$ cat config.mk
export PLATFORM = sky130hd
export DESIGN_NAME = multi_block_dispatcher
export DESIGN_NICKNAME = d
export VERILOG_FILES = /design/src/rtl/multi_block_dispatcher.sv
export SDC_FILE = /design/constraint.sdc
export NUM_CORES = 1
export LEC_CHECK = 0
export ABC_AREA = 1
export CORE_MARGIN = 2
export CORE_UTILIZATION = 52
export DETAILED_ROUTE_END_ITERATION = 12
export PLACE_DENSITY = 0.81
export SYNTH_ARGS = -nofsm -noshare
export SYNTH_HDL_FRONTEND = slang
export SYNTH_SLANG_ARGS = --single-unit
$ cat constraint.sdc
create_clock -name i_clk -period 7.3 [get_ports i_clk]
set_input_delay 1.46 -clock i_clk [delete_from_list [all_inputs] [get_ports i_clk]]
set_output_delay 1.46 -clock i_clk [all_outputs]
set_load 0.005 [all_outputs]
$ cat src/rtl/multi_block_dispatcher.sv
// -----------------------------------------------------------------------------
// multi_block_dispatcher
//
// Walks a VDIM-dimensional block grid (offset 0 .. end-1 in steps of `step`,
// last dimension fastest). Each block offset is handed to one of N_CORE
// downstream cores. Cores are picked round-robin, and a core is skipped while it
// already has MAX_OUT blocks outstanding. When every offset has been handed out
// and every core has reported its blocks finished, the job completes with a
// single-cycle done pulse.
//
// Ports
//   i_clk, i_rst     clock (rising edge) / asynchronous active-low reset
//   src_rdy/src_ack  job handshake; a job is taken when both are high
//   i_bgrid_step     per-dimension block step     (latched when a job is taken)
//   i_bgrid_end      per-dimension exclusive end  (latched when a job is taken)
//   bofs_rdy/ack     per-core offset handshake; at most one rdy bit is high
//   o_bofs           offset offered to the core whose bofs_rdy bit is high
//   blkdone_dval     per-core pulse, one per finished block
//   o_done_dval      single-cycle pulse when the whole job has completed
//   o_blk_cnt        number of blocks dispatched in the current or last job
// -----------------------------------------------------------------------------
package TauCfg;
    localparam int VDIM    = 2;
    localparam int WORK_BW = 8;
endpackage

module multi_block_dispatcher #(
    parameter int N_CORE  = 2,
    parameter int VDIM    = TauCfg::VDIM,
    parameter int WBW     = TauCfg::WORK_BW,
    parameter int MAX_OUT = 2,
    parameter int CNT_BW  = 16
) (
    input  logic                      i_clk,
    input  logic                      i_rst,
    input  logic                      src_rdy,
    output logic                      src_ack,
    input  logic [VDIM-1:0][WBW-1:0]  i_bgrid_step,
    input  logic [VDIM-1:0][WBW-1:0]  i_bgrid_end,
    output logic [N_CORE-1:0]         bofs_rdy,
    input  logic [N_CORE-1:0]         bofs_ack,
    output logic [VDIM-1:0][WBW-1:0]  o_bofs,
    input  logic [N_CORE-1:0]         blkdone_dval,
    output logic                      o_done_dval,
    output logic [CNT_BW-1:0]         o_blk_cnt
);

    localparam int CRED_BW = $clog2(MAX_OUT + 1);
    localparam int RR_BW   = (N_CORE > 1) ? $clog2(N_CORE) : 1;
    localparam logic [CRED_BW-1:0] CRED_MAX = CRED_BW'(MAX_OUT);

    typedef enum logic [1:0] {IDLE, DISPATCH, DRAIN, DONE} state_t;

    state_t                           state, state_nxt;
    logic [VDIM-1:0][WBW-1:0]         step_q, end_q, ofs_nxt;
    logic [N_CORE-1:0][CRED_BW-1:0]   credit, credit_nxt;
    logic [RR_BW-1:0]                 rr, rr_nxt, sel, sel_nxt;
    logic [N_CORE-1:0]                ack_hit, rdy_nxt;
    logic [WBW:0]                     sum;
    logic                             carry, last_ofs, accept, adv, empty_grid, all_idle;

    assign src_ack = src_rdy && (state == IDLE);
    assign accept  = src_ack;
    // Only the core that is currently offered an offset may complete a handshake.
    assign ack_hit = bofs_rdy & bofs_ack;
    assign adv     = |ack_hit;

    always_comb begin
        empty_grid = 1'b0;
        for (int d = 0; d < VDIM; d++) begin
            if (i_bgrid_end[d] == '0) empty_grid = 1'b1;
        end
    end

    // Odometer-style increment: the sum is one bit wider so it cannot wrap
    // before being compared with the end bound. A zero step always wraps, so
    // that dimension contributes a single offset.
    always_comb begin
        ofs_nxt = o_bofs;
        carry   = 1'b1;
        sum     = '0;
        for (int d = VDIM - 1; d >= 0; d--) begin
            sum = {1'b0, o_bofs[d]} + {1'b0, step_q[d]};
            if (carry) begin
                if ((step_q[d] == '0) || (sum >= {1'b0, end_q[d]})) begin
                    ofs_nxt[d] = '0;
                end else begin
                    ofs_nxt[d] = sum[WBW-1:0];
                    carry      = 1'b0;
                end
            end
        end
        last_ofs = carry;
    end

    // An ack and a done on the same core in the same cycle cancel out. A done
    // pulse on a core with nothing outstanding is dropped.
    always_comb begin
        credit_nxt = credit;
        for (int k = 0; k < N_CORE; k++) begin
            unique case ({ack_hit[k], blkdone_dval[k] && (credit[k] != '0)})
                2'b10:   credit_nxt[k] = credit[k] + CRED_BW'(1);
                2'b01:   credit_nxt[k] = credit[k] - CRED_BW'(1);
                default: credit_nxt[k] = credit[k];
            endcase
        end
    end

    assign all_idle = (credit_nxt == '0);

    // A new core is picked only while no offer is outstanding. Because it uses
    // the post-update credits, a done pulse can re-open a core in the same cycle.
    always_comb begin
        int idx;
        logic found;
        idx     = 0;
        found   = 1'b0;
        sel_nxt = sel;
        rdy_nxt = '0;
        if (bofs_rdy != '0) begin
            rdy_nxt = adv ? '0 : bofs_rdy;
        end else if (state == DISPATCH) begin
            for (int i = 0; i < N_CORE; i++) begin
                idx = (int'(rr) + i) % N_CORE;
                if (!found && (credit_nxt[idx] < CRED_MAX)) begin
                    found        = 1'b1;
                    sel_nxt      = RR_BW'(idx);
                    rdy_nxt[idx] = 1'b1;
                end
            end
        end
    end

    assign rr_nxt = (sel == RR_BW'(N_CORE - 1)) ? '0 : sel + RR_BW'(1);

    // NOTE: next-state logic assigns its default first, so a path that does not
    // set state_nxt keeps the current state instead of inferring a latch.
    always_comb begin
        state_nxt = state;
        unique case (state)
            IDLE:     if (accept) state_nxt = empty_grid ? DONE : DISPATCH;
            DISPATCH: if (adv && last_ofs) state_nxt = DRAIN;
            DRAIN:    if (all_idle) state_nxt = DONE;
            DONE:     state_nxt = IDLE;
            default:  state_nxt = IDLE;
        endcase
    end

    // NOTE: every register here uses non-blocking assignment, so all of them
    // update together from the values they held before this clock edge.
    always_ff @(posedge i_clk or negedge i_rst) begin
        if (!i_rst) begin
            state       <= IDLE;
            bofs_rdy    <= '0;
            o_done_dval <= 1'b0;
            o_bofs      <= '0;
            o_blk_cnt   <= '0;
            credit      <= '0;
            rr          <= '0;
            sel         <= '0;
            step_q      <= '0;
            end_q       <= '0;
        end else begin
            state       <= state_nxt;
            bofs_rdy    <= rdy_nxt;
            sel         <= sel_nxt;
            credit      <= credit_nxt;
            o_done_dval <= (state_nxt == DONE);
            if (accept) begin
                step_q    <= i_bgrid_step;
                end_q     <= i_bgrid_end;
                o_bofs    <= '0;
                o_blk_cnt <= '0;
            end else if (adv) begin
                o_bofs    <= ofs_nxt;
                o_blk_cnt <= o_blk_cnt + CNT_BW'(1);
                rr        <= rr_nxt;
            end
        end
    end

endmodule

==> results of run 1 <==
-- power by group through the flow --
| stage | Sequential (mW) | Combinational (mW) | Clock (mW) |
|---|---|---|---|
| after global routing | 0.683 | 1.30 | 0.402 |
| after CTS | 0.666 | 1.12 | 0.385 |
| final | 0.668 | 1.11 | 0.379 |
| after detailed placement | 0.673 | 1.11 | 0 |
| after global placement | 0.666 | 1.06 | 0 |
| after floorplan | 0.641 | 0.822 | 0 |
-- worst min-delay path by stage --
stage | from | to | slack, ns | cells past startpoint
2_1_floorplan | sel | rr | 0.43 | 1
3_3_place_gp | sel | rr | 0.45 | 1
3_5_place_dp | end_q[9] | end_q[9] | 0.47 | 2
4_1_cts | sel | rr | 0.49 | 1
5_1_grt | sel | rr | 0.50 | 1
6_report | end_q[7] | end_q[7] | 0.49 | 2
-- placed cells by master (no fill, tap or decap), types with 4 or more instances in the layout --
cell type | netlist | layout
sky130_fd_sc_hd__clkbuf_8 | 0 | 9
sky130_fd_sc_hd__o21ai_1 | 4 | 4
sky130_fd_sc_hd__nand4_1 | 11 | 11
sky130_fd_sc_hd__o21a_1 | 4 | 4
sky130_fd_sc_hd__nand2_1 | 142 | 142
sky130_fd_sc_hd__dfrtp_1 | 75 | 75
sky130_fd_sc_hd__nand3_1 | 19 | 19
sky130_fd_sc_hd__inv_1 | 84 | 84
sky130_fd_sc_hd__o21ai_0 | 44 | 44
sky130_fd_sc_hd__nor2_1 | 30 | 30
sky130_fd_sc_hd__xor2_1 | 9 | 9
sky130_fd_sc_hd__clkdlybuf4s50_1 | 0 | 73
sky130_fd_sc_hd__xnor2_1 | 8 | 8
sky130_fd_sc_hd__ha_1 | 35 | 35
sky130_fd_sc_hd__a21oi_1 | 23 | 23
-- through the flow --
step / util [%] / hold WS, ns / total power [mW]
global placement: 64.05 / 0.4525 / 1.722
detailed placement: 64.05 / 0.4748 / 1.778
global route: 66.85 / 0.4991 / 2.385
floorplan: - / 0.4304 / 1.463
finish: 66.85 / 0.4877 / 2.162
CTS: 66.85 / 0.4876 / 2.169
-- state kept, by name (all words and copies together) (netlist names) --
signal / flops
state: 2
o_done_dval: 1
o_bofs: 16
o_blk_cnt: 16
bofs_rdy: 2
credit: 4
step_q: 16
rr: 1
sel: 1
end_q: 16
-- cell type report --
type                            instances  area (µm²)
Multi-Input combinational cell        372        2177
Sequential cell                        75        1877
Clock buffer                           10       127.6
Tap cell                              105       131.4
Inverter                               87       326.6
Timing Repair Buffer                   76       750.7
Fill cell                             695        2724
Clock inverter                          5       102.6
-- logic make-up (layout without fill, tap and decap cells) --
group | count (synthesis) | count (layout) | synth area share [%]
compound gates | 93 | 93 | 11.87
xor+xnor | 17 | 17 | 3.365
fa+ha+maj | 37 | 37 | 10.80
buf+inv | 97 | 178 | 8.397
flops | 75 | 75 | 42.41
simple gates | 225 | 225 | 23.16
-- critical path, cell delays in order --
cell and delay (ns):
sky130_fd_sc_hd__clkdlybuf4s50_1 0.48, sky130_fd_sc_hd__nand3_2 0.07, sky130_fd_sc_hd__buf_4 0.31, sky130_fd_sc_hd__inv_2 0.44, sky130_fd_sc_hd__clkdlybuf4s50_1 0.59
-- layer usage --
layer / GRT usage [%] / vias up
met5: 0 / -
met1: 29.08 / 1837
met2: 41.44 / 114
li1: - / 1917
met4: 8.690 / 0
met3: 5.560 / 22
==> impl_summary.txt, run 1 <==
----------------------------------------------------
[Timing]
  Worst setup slack after layout ... approximately 2.5 ns
  Final min period ... 4.828 ns
  Final hold violation count ... 0
  Pins over their slew limit ... 0
  Final setup TNS ... 0 ns
  Setup clock skew after layout ... around 0.0098 ns
  Unrepaired setup endpoints after global routing ... no
  Worst-case headroom to the max-slew limit ... between 30% and 40%
  Total of endpoints with negative setup slack in the final report ... 0
  Least-Margin Pin Slew ... 0.9545 ns
  Highest clock frequency the design can meet ... 207.1 MHz
  Final Cycle Share ... about two thirds

[Clocking]
  Number of setup buffers added after CTS ... 0
  Clock tree from TritonCTS ... done
  Num CTS Buffers ... 9
  Clock edge transition at the registers on the reported setup and hold paths ... 0.07 ns
  Clock sinks ... between 70 and 80
  Root Buffer ... sky130_fd_sc_hd__clkbuf_8
  Clock tree buffer depth ... 2
  Post-cts sizing count ... 0
  H-tree levels ... 3
  CTS Hold Buffers Added ... 0
  Worst-skew pair later-pin latency ... 0.35 ns

[Worst setup path]
  Critical Path End Type ... primary output
  End point of the critical path ... src_ack
  Critical path origin ... src_rdy
  CP max FO ... 62
  Worst endpoint data arrival time ... ~3.4 ns
  Capture point of the worst reg-to-reg path ... o_bofs[7]
  CP Launch Type ... primary input
  Worst r2r src ... step_q[8]
  Worst Setup Path Type ... in2out
  Data required, critical path ... roughly 6 ns
  Reg-to-reg slack, setup ... around 3.9 ns
  Reg2Reg Depth ... 17

[Final layout]
  Layout area overhead ... 24.12%
  Non-filler cells in the finished layout ... 730
  Area of all placed cells without fillers ... 5493 µm²
  Fraction of final layout cells with drive strength greater than 1 ... ~6.2%
  Count of inserted antenna diode cells ... 0
  Number of nets in the layout ... 697

[Route]
  DRT antenna net count ... 0
  WL met2 ... a little over 5 mm
  1st-iter DRT viols ... roughly 230
  Drt first pass iters ... 4
  Total via count in the routed design ... about 4000
  Routed metal-1 wirelength ... around 4.4 mm
  Via-to-Cell Ratio ... between 5 and 6
  DRC violation count after routing ... 0
  DR WL met3 ... 509 µm
  Final wirelength ... roughly 10 mm
  DR WL/cell ... roughly 14 µm
  DR top layer ... met4

[Floorplan]
  Floorplan die width ... ~96 µm
  Number of primary I/O pins ... 75
  Die height ... approximately 96 µm
  Die Outline Area ... about 9000 µm²
  Placement Rows ... 33
  Core ar. ... roughly 8200 µm²
  Starting density of the core ... between 50% and 60%

[Synthesis]
  Cell types with the highest counts after synthesis ... sky130_fd_sc_hd__nand2_1, sky130_fd_sc_hd__inv_1, sky130_fd_sc_hd__dfrtp_1
  Synth Warn # ... 0
  Total of flip-flops plus latches after synthesis ... 75
  Post-synthesis cell type with the largest combined area ... sky130_fd_sc_hd__dfrtp_1
  Synthesized area ... between 4000 and 5000 µm²
  Number of synthesized flops with an enable pin ... 0
  Number of library cell types mapped by synthesis ... 45
  Post-Synthesis Mean Instance Area ... 8.135 µm²
  Synth top area share ... between 40 and 50%
  Most used flip-flop cell after synthesis ... sky130_fd_sc_hd__dfrtp_1
  Sequential area share after synthesis ... a little over two fifths
  Synth area leaders ... sky130_fd_sc_hd__dfrtp_1, sky130_fd_sc_hd__nand2_1, sky130_fd_sc_hd__ha_1
  Post-Syn Nets ... 620
  Async set or reset register ratio after synthesis ... 100.0%
  Most frequent cell after synthesis ... sky130_fd_sc_hd__nand2_1
  Number of instances in the synthesized netlist ... around 540

[Placed design]
  Pre-CTS WS ... approximately 2.5 ns
  Instance area after placement ... between 5000 and 6000 µm²
  Inst Count DP ... about 700
  Detailed-placement wirelength estimate ... between 7 and 8 mm
  Count of input and output buffers ... 74
  Gpl congestion ... 0.9064

[Flow run]
  Max-cap violations ... 0

[Pwr]
  Pwr dens ... just under 400 nW/µm²
  Worst VDD drop ... 282.3 µV
  Net switching fraction of the power ... between 40% and 50%
  Total net switching power ... approximately 0.94 mW
  Int Power ... between 1 and 1.5 mW
  Sequential share of power ... between 30 and 40%
  Fraction of power consumed by the clock network ... 17.5%
  Comb power frac ... between 50 and 60%
  Static leakage ... 2.794 nW

[Global route]
  Vias in the first global route ... 3885
  Overall track demand over capacity in global routing ... 23.96%
  Initial antenna violation count ... 0
  Largest net degree at the start of global routing ... between 70 and 80
  Overflow after GRT ... 0
  First-pass GRT wire length ... approximately 17 mm

[Status]
  Status ... completed

[Hold path]
  Class of the tightest hold or removal check ... reg2reg

----------------------------------------------------
No activity file was read; power rests on OpenSTA's default activity.
==> run 2: changes to the inputs <==
- CORE_UTILIZATION: 52 -> 48
- PLACE_DENSITY: 0.81 -> 0.79
- clock period: 7.3 -> 4 ns (I/O delays scaled with it)
==> run 2 against run 1 <==
Effect of this change:
- worst hold slack worse by 0.11 ns
- register-to-register slack worse by 3.1 ns
- clock power up 92%
- largest cell class unchanged
- largest power group unchanged
- highest routed layer unchanged
==> impl_summary.txt, run 2 (synthesis gave the netlist of run 1 again) <==
----------------------------------------------------
[Timing]
  Highest clock frequency the design can meet ... ~310 MHz
  Total of endpoints with negative setup slack in the final report ... 0
  Final hold violation count ... 0
  Final Cycle Share ... between 80% and 90%
  Setup clock skew after layout ... 0.008056 ns
  Unrepaired setup endpoints after global routing ... no
  Final min period ... 3.243 ns
  Worst setup slack after layout ... between 0.7 and 0.8 ns
  Worst-case headroom to the max-slew limit ... 52.12%
  Final setup TNS ... 0 ns
  Pins over their slew limit ... 0
  Post-route worst hold slack ... about 0.38 ns
  Least-Margin Pin Slew ... just over 0.7 ns

[Global route]
  Largest net degree at the start of global routing ... a little over 60
  Initial antenna violation count ... 0
  First-pass GRT wire length ... roughly 18 mm
  Vias in the first global route ... 3852
  Overflow after GRT ... 0
  Overall track demand over capacity in global routing ... approximately 22%

[Pwr]
  Static leakage ... about 2.8 nW
  Worst VDD drop ... ~320 µV
  Overall power ... 3.981 mW
  Pwr dens ... 720.2 nW/µm²

[Final layout]
  Combined area of the multi-input logic cells ... 2177 µm²
  Most used cells in the layout excluding fill and tap cells ... sky130_fd_sc_hd__nand2_1, sky130_fd_sc_hd__inv_1, sky130_fd_sc_hd__dfrtp_1, sky130_fd_sc_hd__clkdlybuf4s50_1, sky130_fd_sc_hd__o21ai_0
  Most common cell after layout, fill and taps aside ... sky130_fd_sc_hd__nand2_1
  Layout area overhead ... 24.91%
  Fill cell total of the finished layout ... approximately 830
  Area of all sequential standard cells ... 1877 µm²
  Count of inserted antenna diode cells ... 0
  Number of nets in the layout ... 699
  Post-layout utilization of the core ... roughly three fifths
  Fraction of final layout cells with drive strength greater than 1 ... 6.529%

[Worst setup path]
  Crit path cell chain ... ha_1 > inv_1 > fa_1 > o21ai_2 > nand2_1 > nand2_1 > xor2_1 > inv_1 > ha_1 > nand2_1 > inv_1 > nand3_1 > o21bai_1 > nor2_1 > nand3_2 > o21ai_2 > o21ai_0
  CP max FO ... 12
  Worst Setup Path Type ... reg2reg
  Data required, critical path ... between 4 and 5 ns
  Longest individual stage delay on the worst path ... roughly 0.42 ns
  CP Launch Type ... register
  Category of cells accounting for the largest share of critical-path delay ... adder cells
  Slowest cell on the critical path ... sky130_fd_sc_hd__fa_1
  Worst endpoint data arrival time ... around 3.5 ns
  Worst path buffer plus inverter count ... 3
  Critical Path End Type ... register

[Route]
  Total via count in the routed design ... about 3900
  Drt first pass iters ... 4
  DR WL/cell ... 14.11 µm
  1st-iter DRT viols ... roughly 180
  DRC violation count after routing ... 0
  Via-to-Cell Ratio ... 5.238
  Final wirelength ... ~10 mm
  DRT antenna net count ... 0

[Placed design]
  Count of input and output buffers ... 74
  Detailed-placement wirelength estimate ... 7.982 mm
  Gpl congestion ... roughly 1
  Pre-CTS WS ... approximately 0.8 ns

[Clocking]
  H-tree levels ... 3
  Clock tree buffer depth ... 2
  Clock edge transition at the registers on the reported setup and hold paths ... ~0.080 ns
  Root Buffer ... sky130_fd_sc_hd__clkbuf_8
  Clock tree from TritonCTS ... done
  CTS Hold Buffers Added ... 0
  Post-cts sizing count ... 0
  Number of setup buffers added after CTS ... 0
  Num CTS Buffers ... 9
  Clock sinks ... between 70 and 80
  Worst-skew pair later-pin latency ... ~0.36 ns

[Floorplan]
  Starting density of the core ... about half
  Floorplan die width ... 100.0 µm
  Die Outline Area ... approximately 10000 µm²
  Placement Rows ... 35
  Core ar. ... 9109 µm²
  Number of primary I/O pins ... 75
  Die height ... between 100 and 150 µm

[Hold path]
  Class of the tightest hold or removal check ... in2async

[Flow run]
  Max-cap violations ... 0

[Status]
  Status ... completed

----------------------------------------------------
run 2: changes by cell type in the layout (fill, tap and decap cells not counted):
cell,previous run,this run
sky130_fd_sc_hd__clkbuf_8,9,10
sky130_fd_sc_hd__clkbuf_1,1,2
sky130_fd_sc_hd__buf_4,2,4
sky130_fd_sc_hd__clkinv_2,1,0
run 2: final timing paths:
check                          start          end  slack [ns]  cells past startpoint
min in group i_clk               sel           rr        0.47                      1
max in group asynchronous      i_rst  bofs_rdy[0]        2.85                      2
setup reg to reg           o_bofs[8]    o_bofs[7]        0.76                     17
setup / recovery           o_bofs[8]    o_bofs[7]        0.76                     17
hold / removal                 i_rst     end_q[1]        0.38                      1
hold reg to reg                  sel           rr        0.47                      1
run 2: worst register-to-register path, cell delays in order (launching register included):
cell,delay (ns)
sky130_fd_sc_hd__dfrtp_1,0.38
sky130_fd_sc_hd__ha_1,0.18
sky130_fd_sc_hd__inv_1,0.08
sky130_fd_sc_hd__fa_1,0.42
sky130_fd_sc_hd__o21ai_2,0.19
sky130_fd_sc_hd__nand2_1,0.06
sky130_fd_sc_hd__nand2_1,0.11
sky130_fd_sc_hd__xor2_1,0.21
sky130_fd_sc_hd__inv_1,0.07
sky130_fd_sc_hd__ha_1,0.29
sky130_fd_sc_hd__nand2_1,0.07
sky130_fd_sc_hd__inv_1,0.05
sky130_fd_sc_hd__nand3_1,0.06
sky130_fd_sc_hd__o21bai_1,0.07
sky130_fd_sc_hd__nor2_1,0.17
sky130_fd_sc_hd__nand3_2,0.14
sky130_fd_sc_hd__o21ai_2,0.39
sky130_fd_sc_hd__o21ai_0,0.17
run 2: through the flow:
step,instances,cell area [µm²]
after detailed placement,723,5285
after floorplan,544,4425
after CTS,739,5528
after global routing,739,5528
final,739,5528
after global placement,723,5285
run 2: per-layer routing:
metal / part of all wire, % / global-route usage, % / vias to the layer above
li1: - / - / 1914
met1: 44 / 29.04 / 1845
met2: 49 / 36.17 / 85
met3: 4.1 / 4.875 / 27
met4: 2.8 / 9.694 / 0
met5: 0 / 0 / -
run 2: layout make-up:
cell class | instances | area share, %
Multi-Input combinational cell | 372 | 39.38
Sequential cell | 75 | 33.95
Timing Repair Buffer | 78 | 13.85
Inverter | 87 | 5.908
Clock buffer | 12 | 2.626
Tap cell | 111 | 2.512
Clock inverter | 4 | 1.766
run 2: report_power, final:
part | internal (mW) | leakage (nW) | switching, mW
Combinational | 0.816 | 1.72 | 1.23
Sequential | 1.01 | 0.970 | 0.195
Clock | 0.432 | 0.117 | 0.296
Total | 2.26 | 2.81 | 1.72
